File: src/rtl/axi_arbiter_r_wrr.sv
// -----------------------------------------------------------------------------
// axi_arbiter_r_wrr
//
// Weighted round-robin arbiter for the shared AXI read path (AR + R) between
// four masters. A grant is held from the AR handshake through the RLAST beat.
// Each master gets a credit of max(weight,1) bursts, then the grant rotates to
// the next requester.
//
// Optional feature: define AXI_ARB_R_TIMEOUT_EN to enable the R-phase stall
// timeout (sticky timeout_err, forced rotation). Without it, timeout_err is
// tied low and err_clr is ignored.
//
// Ports:
//   ACLK, ARESETn          clock, asynchronous active-low reset
//   mN_ARVALID, mN_RREADY  per-master AR request and R ready (N = 0..3)
//   m_ARREADY, m_RVALID,   slave-side handshake signals of the shared path
//   m_RLAST
//   cfg_weight             weight of master i in [i*CW +: CW], 0 acts as 1
//   err_clr                clears timeout_err
//   mN_rgrnt               registered one-hot grant
//   grnt_id                index of the granted master
//   busy                   high while in the R phase
//   r_beats                beats completed in the current burst (saturating)
//   timeout_err            sticky R-phase stall error
// -----------------------------------------------------------------------------
module axi_arbiter_r_wrr #(
   parameter int unsigned CW          = 4,
   parameter int unsigned BEAT_W      = 8,
   parameter int unsigned TIMEOUT_CYC = 256
) (
   input  logic              ACLK,
   input  logic              ARESETn,
   input  logic              m0_ARVALID,
   input  logic              m1_ARVALID,
   input  logic              m2_ARVALID,
   input  logic              m3_ARVALID,
   input  logic              m0_RREADY,
   input  logic              m1_RREADY,
   input  logic              m2_RREADY,
   input  logic              m3_RREADY,
   input  logic              m_ARREADY,
   input  logic              m_RVALID,
   input  logic              m_RLAST,
   input  logic [4*CW-1:0]   cfg_weight,
   input  logic              err_clr,
   output logic              m0_rgrnt,
   output logic              m1_rgrnt,
   output logic              m2_rgrnt,
   output logic              m3_rgrnt,
   output logic [1:0]        grnt_id,
   output logic              busy,
   output logic [BEAT_W-1:0] r_beats,
   output logic              timeout_err
);

   typedef enum logic [1:0] {
      StAr = 2'd0,
      StR  = 2'd1
   } state_e;

   state_e            state_q, state_d;
   logic [1:0]        owner_q, owner_d;
   logic [CW-1:0]     credit_q, credit_d;
   logic [BEAT_W-1:0] beats_q, beats_d;
   logic [3:0]        grant_q;
   logic [1:0]        gid_q;
   logic              busy_q;

   logic [3:0]        arvalid;
   logic [3:0]        rready;
   logic              beat;
   logic              grant_aligned;
   logic [1:0]        cand1, cand2, cand3;
   logic [1:0]        nxt_idx;
   logic [CW-1:0]     cred_dec;

   assign arvalid = {m3_ARVALID, m2_ARVALID, m1_ARVALID, m0_ARVALID};
   assign rready  = {m3_RREADY, m2_RREADY, m1_RREADY, m0_RREADY};
   assign beat    = m_RVALID & rready[owner_q];
   assign cred_dec = credit_q - 1'b1;

   // The grant lags owner by one cycle. An AR handshake only counts once the
   // interconnect mux actually points at the owner.
   assign grant_aligned = (gid_q == owner_q);

   function automatic logic [CW-1:0] load_val(input logic [1:0]      idx,
                                              input logic [4*CW-1:0] w);
      logic [CW-1:0] v;
      v = w[idx*CW +: CW];
      return (v == '0) ? {{(CW-1){1'b0}}, 1'b1} : v;
   endfunction

   // Nearest requester after the owner; falls back to owner+1 when none.
   always_comb begin
      cand1   = owner_q + 2'd1;
      cand2   = owner_q + 2'd2;
      cand3   = owner_q + 2'd3;
      nxt_idx = cand1;
      if (arvalid[cand1]) begin
         nxt_idx = cand1;
      end else if (arvalid[cand2]) begin
         nxt_idx = cand2;
      end else if (arvalid[cand3]) begin
         nxt_idx = cand3;
      end
   end

`ifdef AXI_ARB_R_TIMEOUT_EN
   localparam int unsigned TW = $clog2(TIMEOUT_CYC + 1);
   localparam logic [TW-1:0] TmoLast = TW'(TIMEOUT_CYC - 1);

   logic [TW-1:0] tmo_q, tmo_d;
   logic          err_q, err_d;
   logic          tmo_fire;
`else
   logic        unused_err_clr;
   logic [31:0] unused_tmo_cyc;
   assign unused_err_clr = err_clr;
   assign unused_tmo_cyc = TIMEOUT_CYC;
`endif

   always_comb begin
      state_d  = state_q;
      owner_d  = owner_q;
      credit_d = credit_q;
      beats_d  = beats_q;
`ifdef AXI_ARB_R_TIMEOUT_EN
      tmo_fire = 1'b0;
`endif
      case (state_q)
         StAr: begin
            // Credit of zero only occurs right after reset: load the owner's weight.
            if (credit_q == '0) begin
               credit_d = load_val(owner_q, cfg_weight);
            end
            if (arvalid[owner_q]) begin
               // Owner is never switched away while its ARVALID is high.
               if (m_ARREADY && grant_aligned) begin
                  state_d = StR;
                  beats_d = '0;
               end
            end else if (arvalid != 4'd0) begin
               owner_d  = nxt_idx;
               credit_d = load_val(nxt_idx, cfg_weight);
            end
         end
         StR: begin
            if (beat && (beats_q != {BEAT_W{1'b1}})) begin
               beats_d = beats_q + 1'b1;
            end
            if (beat && m_RLAST) begin
               state_d = StAr;
               if (cred_dec == '0) begin
                  owner_d  = nxt_idx;
                  credit_d = load_val(nxt_idx, cfg_weight);
               end else begin
                  credit_d = cred_dec;
               end
            end
`ifdef AXI_ARB_R_TIMEOUT_EN
            else if (!beat && (tmo_q == TmoLast)) begin
               tmo_fire = 1'b1;
               state_d  = StAr;
               owner_d  = nxt_idx;
               credit_d = load_val(nxt_idx, cfg_weight);
            end
`endif
         end
         default: begin
            state_d  = StAr;
            owner_d  = 2'd0;
            credit_d = '0;
            beats_d  = '0;
         end
      endcase
   end

`ifdef AXI_ARB_R_TIMEOUT_EN
   // Counter only runs inside the R phase and restarts on every beat.
   always_comb begin
      tmo_d = '0;
      if ((state_q == StR) && !beat && !tmo_fire) begin
         tmo_d = tmo_q + 1'b1;
      end
      // A new timeout wins over a simultaneous clear.
      err_d = tmo_fire ? 1'b1 : (err_clr ? 1'b0 : err_q);
   end
`endif

   always_ff @(posedge ACLK or negedge ARESETn) begin
      if (!ARESETn) begin
         state_q  <= StAr;
         owner_q  <= 2'd0;
         credit_q <= '0;
         beats_q  <= '0;
         grant_q  <= 4'b0001;
         gid_q    <= 2'd0;
         busy_q   <= 1'b0;
`ifdef AXI_ARB_R_TIMEOUT_EN
         tmo_q    <= '0;
         err_q    <= 1'b0;
`endif
      end else begin
         state_q  <= state_d;
         owner_q  <= owner_d;
         credit_q <= credit_d;
         beats_q  <= beats_d;
         grant_q  <= 4'b0001 << owner_q;
         gid_q    <= owner_q;
         busy_q   <= (state_d == StR);
`ifdef AXI_ARB_R_TIMEOUT_EN
         tmo_q    <= tmo_d;
         err_q    <= err_d;
`endif
      end
   end

   assign m0_rgrnt = grant_q[0];
   assign m1_rgrnt = grant_q[1];
   assign m2_rgrnt = grant_q[2];
   assign m3_rgrnt = grant_q[3];
   assign grnt_id  = gid_q;
   assign busy     = busy_q;
   assign r_beats  = beats_q;
`ifdef AXI_ARB_R_TIMEOUT_EN
   assign timeout_err = err_q;
`else
   assign timeout_err = 1'b0;
`endif

endmodule

File: config.mk
export PLATFORM = sky130hd
export DESIGN_NAME = axi_arbiter_r_wrr
export DESIGN_NICKNAME = d
export VERILOG_FILES = /design/src/rtl/axi_arbiter_r_wrr.sv
export SDC_FILE = /design/constraint.sdc
export NUM_CORES = 1
export LEC_CHECK = 0
export ABC_AREA = 1
export CAP_MARGIN = 0
export CORE_MARGIN = 2
export CORE_UTILIZATION = 53
export CTS_CLUSTER_SIZE = 30
export DETAILED_ROUTE_END_ITERATION = 8
export GPL_TIMING_DRIVEN = 0
export HOLD_SLACK_MARGIN = 0.02
export PLACE_DENSITY = 0.86
export REMOVE_ABC_BUFFERS = 1
export SLEW_MARGIN = 20
export SYNTH_ARGS = -nofsm -noshare
export SYNTH_HDL_FRONTEND = slang
export SYNTH_SLANG_ARGS = --single-unit
File: constraint.sdc
create_clock -name ACLK -period 3.3 [get_ports ACLK]
set_clock_uncertainty 0.05 [all_clocks]
set_input_delay 0.495 -clock ACLK [delete_from_list [all_inputs] [get_ports ACLK]]
set_output_delay 0.495 -clock ACLK [all_outputs]
set_load 0.005 [all_outputs]
==> flow_summary.yaml, run 1 <==
logic_synthesis:
  synthCells: 253
  synth_cell_type_count: 34
  syn_avg_cell_area_sq_um: 7.126
  syn_area_sq_mm: 0.001803
  synth_async_sr_flop_share_pct: 100.0
  synth_edf_count: 0
  yosysWarningCount: 0
  synth-seq-cells: 23
  synth-seq-area-share_pct: 31.99
  synth_ff_type: "dfrtp_1"
worst_setup_path:
  worstSetupPathType: "register to register"
  cp.arrival_ns: 2.92
  crit_fanout: 21
  crit_path_end_kind: "register"
  startpoint_type: "register"
  cp.required_ns: 3.46
run:
  maxCapViolations: 0
clock_network:
  clkLatencyLatePin_ns: 0.31
  root_buffer: "clkbuf_4"
  cts.sink_count: 23
  cts_tree: "done"
  cts_resized: 0
  cts_buffers: 3
  cts_htree_levels: 1
  cts_setup_buffers: 0
  clkTransAtPathRegs_ns: 0.12
  ctsHoldBuffers: 0
  cts_buffer_depth: 2
timing:
  worst_slew_pin_slew_ns: 0.8247
  rsz0062_at_grt: "no"
  fin_tns_setup_ns: 0
  maxSlewViolCount: 0
  finalHoldViolCount: 0
  fmax_mhz: 363.2
  period_share_pct: 83.44
  setup_ws_ns: 0.5464
  period_needed_ns: 2.754
  setup_violations: 0
  max-slew-margin-rel_pct: 45.02
placement:
  dp.final_hpwl_um: 3305
  placed_area_sq_mm: 0.002253
  io_buffers: 43
  dp.cells: 338
  pre_cts_ws_ns: 0.5403
  gp_congestion: 0.9312
floorplanning:
  core_area_sq_mm: 0.003311
  rows: 21
  die_y_um: 62.33
  die_w_um: 62.33
  start_util_pct: 54.46
  io_pins: 46
  die_area_sq_mm: 0.003884
finish:
  instances_no_fill: 342
  area_growth_pct: 26.23
  final_common_cell: "nand2_1"
  drive_above_1_share_pct: 10.47
  final_nets: 335
  final_cell_mix: "nand2_1 (53), clkdlybuf4s50_1 (42), nand3_1 (31)"
  diodes: 0
  stdcell_area_sq_mm: 0.002276
global_route:
  grt_util_all_layers_pct: 22.54
  grt.overflow.total: 0
  grt_pass1_wl_um: 7182
  antenna_found_initial: 0
  grt_start_max_net_pins: 24
  grt_pass1_vias: 1648
route:
  totalWireLength_um: 4070
  drc: 0
  vias: 1784
  firstDrtPassIters: 4
  avgViaCountPerCell: 5.216
  wl_per_cell_um: 11.90
  ant_nets: 0
  drtIter0Drc: 95
hold_path:
  min_path_type: "input port to async pin"
pwr:
  pwr_density_cell_mw_per_mm2: 709.3
  vdd_drop_max_uv: 388.2
  p_leak_uw: 0.001089
status:
  status: "finished, final reports clean"
[critical path: stages, from the launching register on]
cell,delay [ns]
dfrtp_1,0.90
inv_8,0.17
ha_1,0.35
inv_1,0.10
nand3_2,0.11
nand2_2,0.09
inv_4,0.05
nand2_4,0.07
nand2_4,0.07
nand2_2,0.13
nand2_1,0.05
nand3_1,0.09
nand2_1,0.09
nand3_1,0.07
nand2_1,0.05
nand2_1,0.06
nand2_1,0.05
nand2_1,0.05
nand2_1,0.05
[power by group]
group / total, uW / internal, uW / switching, uW
registers: 444 / 353 / 91.6
logic: 1040 / 410 / 633
clock network: 127 / 45.2 / 81.8
[stage by stage]
| stage | util, % | total power (uW) | hold slack, ns |
|---|---|---|---|
| 5_1_grt | 68.75 | 1782 | 0.1120 |
| 3_3_place_gp | 68.07 | 1463 | 0.4858 |
| 4_1_cts | 68.90 | 1625 | 0.5189 |
| 2_1_floorplan | - | 1202 | 0.1494 |
| 6_report | 68.75 | 1614 | 0.08553 |
| 3_5_place_dp | 68.07 | 1496 | 0.4992 |
[layer usage]
layer  track usage (%)  vias up  part of all wire, %
met5                 0        -                    0
met4             6.667        0                 0.71
met3             3.442        6                  4.9
met2             39.40       57                   50
met1             28.90      796                   44
li1                  -      925                    -
[sequential cells by signal (all words and copies together) (netlist names)]
register  flops
busy          1
credit_q      4
grant_q       4
grnt_id       2
owner_q       2
r_beats       8
state_q       2
[synth_stat cells (7+ instances only)]
cell type	number	area (sq um)
nand3_2	7	70.07
nand2_1	53	198.9
a21oi_1	7	35.03
ha_1	8	100.1
inv_1	30	112.6
o21ai_0	24	120.1
o21ai_1	7	35.03
nand2_2	8	50.05
dfrtp_1	22	550.5
nor2_1	20	75.07
nand3_1	31	155.2
[cell type report]
cell class / count / area [sq um]
Clock buffer: 3 / 22.52
Clock inverter: 1 / 5.005
Fill cell: 300 / 1035
Inverter: 34 / 141.4
Multi-Input combinational cell: 192 / 1047
Sequential cell: 23 / 576.8
Tap cell: 46 / 57.56
Timing Repair Buffer: 43 / 425.4
[kinds of logic after synthesis]
kind of cell | share of synthesized area (%)
AND/OR/NAND/NOR | 35.67
AO/OA/AOI/OAI | 15.48
buffers and inverters | 10.13
flip-flops | 31.99
adder cells (fa/ha/maj) | 5.552
XOR/XNOR | 0.9717
other | 0.2080
[worst paths after layout]
path	cells past startpoint	from	endpoint	slack, ns
worst max-delay path	18	owner_q[0]$_DFFE_PN0P_	credit_q[0]$_DFFE_PN0P_	0.55
worst min-delay path	1	ARESETn	grnt_id[1]$_DFF_PN0_	0.09
worst max register to register	18	owner_q[0]$_DFFE_PN0P_	credit_q[0]$_DFFE_PN0P_	0.55
worst min register to register	2	r_beats[4]$_DFFE_PN0P_	r_beats[4]$_DFFE_PN0P_	0.51
max in group asynchronous	1	ARESETn	grant_q[0]$_DFF_PN1_	2.76
min in group ACLK	2	r_beats[4]$_DFFE_PN0P_	r_beats[4]$_DFFE_PN0P_	0.51
Note: power is estimated with default switching activity, not from simulation.
==> run 2, diff against run 1 <==
--- a/config.mk
+++ b/config.mk
@@ -8,12 +8,12 @@
 export ABC_AREA = 1
 export CAP_MARGIN = 0
 export CORE_MARGIN = 2
-export CORE_UTILIZATION = 53
+export CORE_UTILIZATION = 44
 export CTS_CLUSTER_SIZE = 30
 export DETAILED_ROUTE_END_ITERATION = 8
 export GPL_TIMING_DRIVEN = 0
 export HOLD_SLACK_MARGIN = 0.02
-export PLACE_DENSITY = 0.86
+export PLACE_DENSITY = 0.76
 export REMOVE_ABC_BUFFERS = 1
 export SLEW_MARGIN = 20
 export SYNTH_ARGS = -nofsm -noshare
==> constraint.sdc (replaced) <==
create_clock -name ACLK -period 2.3 [get_ports ACLK]
set_clock_uncertainty 0.05 [all_clocks]
set_input_delay 0.345 -clock ACLK [delete_from_list [all_inputs] [get_ports ACLK]]
set_output_delay 0.345 -clock ACLK [all_outputs]
set_load 0.005 [all_outputs]
==> run 2 against run 1 <==
Against the previous run: the run now ends with hold timing left; utilization is 9.1 points lower; sequential power is 34% higher; non-clock buffer count is 5 higher; critical path depth is 1 lower; clock-buffer cell count is 1 higher; register-to-register slack worse by 0.35 ns; final area is 4.1% higher; die area is 19% higher; first-iteration DRC count is 11% lower; combinational power is 60% higher; largest power group unchanged.
==> flow_summary.yaml, run 2 (same netlist as run 1, synthesis figures left out) <==
clock_network:
  clkLatencyLatePin_ns: 0.26
  root_buffer: "clkbuf_8"
  cts_buffer_depth: 2
  cts_tree: "done"
  cts_htree_levels: 1
  clkTransAtPathRegs_ns: 0.09
  ctsHoldBuffers: 0
  cts_buffers: 3
  cts.sink_count: 23
finish:
  stdcell_area_sq_mm: 0.002370
  largest_reg_flops: 8
  instances_no_fill: 352
  diodes: 0
  seq_area_sq_um: 581.8
  final_common_cell: "nand2_1"
  area_growth_pct: 31.44
  multi_input_area_sq_mm: 0.001060
  drive_above_1_share_pct: 12.91
  fillCellCount: 373
  final_cell_mix: "nand2_1 (53), clkdlybuf4s50_1 (42), nand3_1 (31)"
  final_nets: 341
timing:
  period_share_pct: 91.30
  period_needed_ns: 2.100
  fin_tns_setup_ns: 0
  maxSlewViolCount: 0
  fmax_mhz: 476.2
  setup_violations: 0
  finalHoldViolCount: 12
  holdWs_ns: -0.01293
  worst_slew_pin_slew_ns: 0.5120
  rsz0062_at_grt: "no"
  max-slew-margin-rel_pct: 65.87
placement:
  dp.final_hpwl_um: 3264
  placed_area_sq_mm: 0.002258
  io_buffers: 43
  gp_congestion: 0.8714
  dp.cells: 342
hold_path:
  min_path_type: "input port to async pin"
pwr:
  vdd_drop_max_uv: 481.5
  pwr_density_cell_mw_per_mm2: 1057
  p_leak_uw: 0.001123
  p_total_uw: 2505
run:
  maxCapViolations: 0
route:
  drtIter0Drc: 85
  totalWireLength_um: 4297
  drc: 0
  firstDrtPassIters: 4
  avgViaCountPerCell: 5.227
  vias: 1840
  wl_per_cell_um: 12.21
  ant_nets: 0
worst_setup_path:
  worstSetupPathType: "register to register"
  cp.required_ns: 2.42
  crit_path_end_kind: "register"
  startpoint_type: "register"
  cp.arrival_ns: 2.22
  crit_fanout: 10
global_route:
  grt.overflow.total: 0
  grt_start_max_net_pins: 24
  grt_util_all_layers_pct: 20.19
  grt_pass1_vias: 1736
  grt_pass1_wl_um: 7148
  antenna_found_initial: 0
floorplanning:
  die_w_um: 68.02
  start_util_pct: 45.40
  rows: 23
  die_area_sq_mm: 0.004626
  io_pins: 46
  core_area_sq_mm: 0.003971
  die_y_um: 68.02
status:
  violations: "hold timing"
  status: "finished, violations left"
[run 2: cell count changes in the layout (fill, tap and decap cells not counted)]
| cell | previous run | this run |
|---|---|---|
| dfrtp_4 | 0 | 1 |
| clkbuf_4 | 3 | 0 |
| inv_4 | 2 | 1 |
| clkinv_2 | 2 | 1 |
| inv_6 | 0 | 2 |
| clkinv_8 | 0 | 1 |
| ha_4 | 0 | 1 |
| clkbuf_1 | 0 | 1 |
| ha_1 | 8 | 7 |
| dfrtp_2 | 0 | 1 |
| clkbuf_8 | 0 | 3 |
| buf_4 | 0 | 5 |
| dfrtp_1 | 22 | 20 |
| inv_8 | 1 | 0 |
[run 2: where the power goes]
part | leakage [uW] | total [uW] | switching, uW | internal, uW
Combinational | 0.000798 | 1660 | 1010 | 649
Sequential | 0.000302 | 597 | 82.7 | 514
Clock | 0.0000228 | 252 | 128 | 124
[run 2: area by class of cell]
| class | instances | share of cell area, % |
|---|---|---|
| clock buffers | 4 | 1.901 |
| inverters | 34 | 6.283 |
| multi-input cells | 192 | 44.72 |
| flip-flops and latches | 23 | 24.55 |
| well taps | 50 | 2.640 |
| repair buffers | 48 | 19.54 |
| repair inverters | 1 | 0.3696 |
[run 2: worst max-delay path: stages, from the launching register on]
cell	delay, ns
dfrtp_4	0.47
clkinv_8	0.09
ha_4	0.28
inv_1	0.05
nand3_2	0.09
nand2_2	0.07
inv_4	0.07
nand3_2	0.12
nand2_2	0.13
nand2_1	0.06
nand3_1	0.09
nand2_1	0.10
nand3_1	0.08
nand2_1	0.05
nand2_1	0.05
nand2_1	0.05
nand2_1	0.06
nand2_1	0.05
[run 2: final timing paths]
kind	startpoint	slack, ns	end	cells past startpoint
setup / recovery	owner_q[0]$_DFFE_PN0P_	0.20	credit_q[0]$_DFFE_PN0P_	17
hold reg to reg	owner_q[1]$_DFFE_PN0P_	0.45	grnt_id[1]$_DFF_PN0_	0
max in group asynchronous	ARESETn	1.81	owner_q[0]$_DFFE_PN0P_	1
setup reg to reg	owner_q[0]$_DFFE_PN0P_	0.20	credit_q[0]$_DFFE_PN0P_	17
hold / removal	ARESETn	-0.01	r_beats[5]$_DFFE_PN0P_	1
min in group ACLK	owner_q[1]$_DFFE_PN0P_	0.45	grnt_id[1]$_DFF_PN0_	0
[run 2: per-layer routing]
| layer | GRT usage [%] | part of all wire (%) | routed length [um] | vias up |
|---|---|---|---|---|
| li1 | - | - | - | 938 |
| met1 | 24.39 | 44 | 1904 | 848 |
| met3 | 2.632 | 5.0 | 216 | 4 |
| met2 | 36.29 | 50 | 2129 | 50 |
| met5 | 0 | 0 | 0 | - |
| met4 | 7.500 | 1.1 | 47 | 0 |
[run 2: what timing repair did]
item	CTS	global route
gates cloned	0	1
resized for setup	3	3
pin swaps	0	0
setup endpoints to repair	6	3
buffers inserted	2	3
[run 2: through the flow]
stage	worst slack (ns)	hold WS, ns	util [%]
6_report	0.2000	-0.01293	59.67
5_1_grt	0.002988	0.03324	59.67
4_1_cts	0.01069	0.5105	58.51
3_5_place_dp	-0.4670	0.4976	56.87
3_3_place_gp	-0.4321	0.4863	56.87
2_1_floorplan	-0.04604	-0.0005911	-
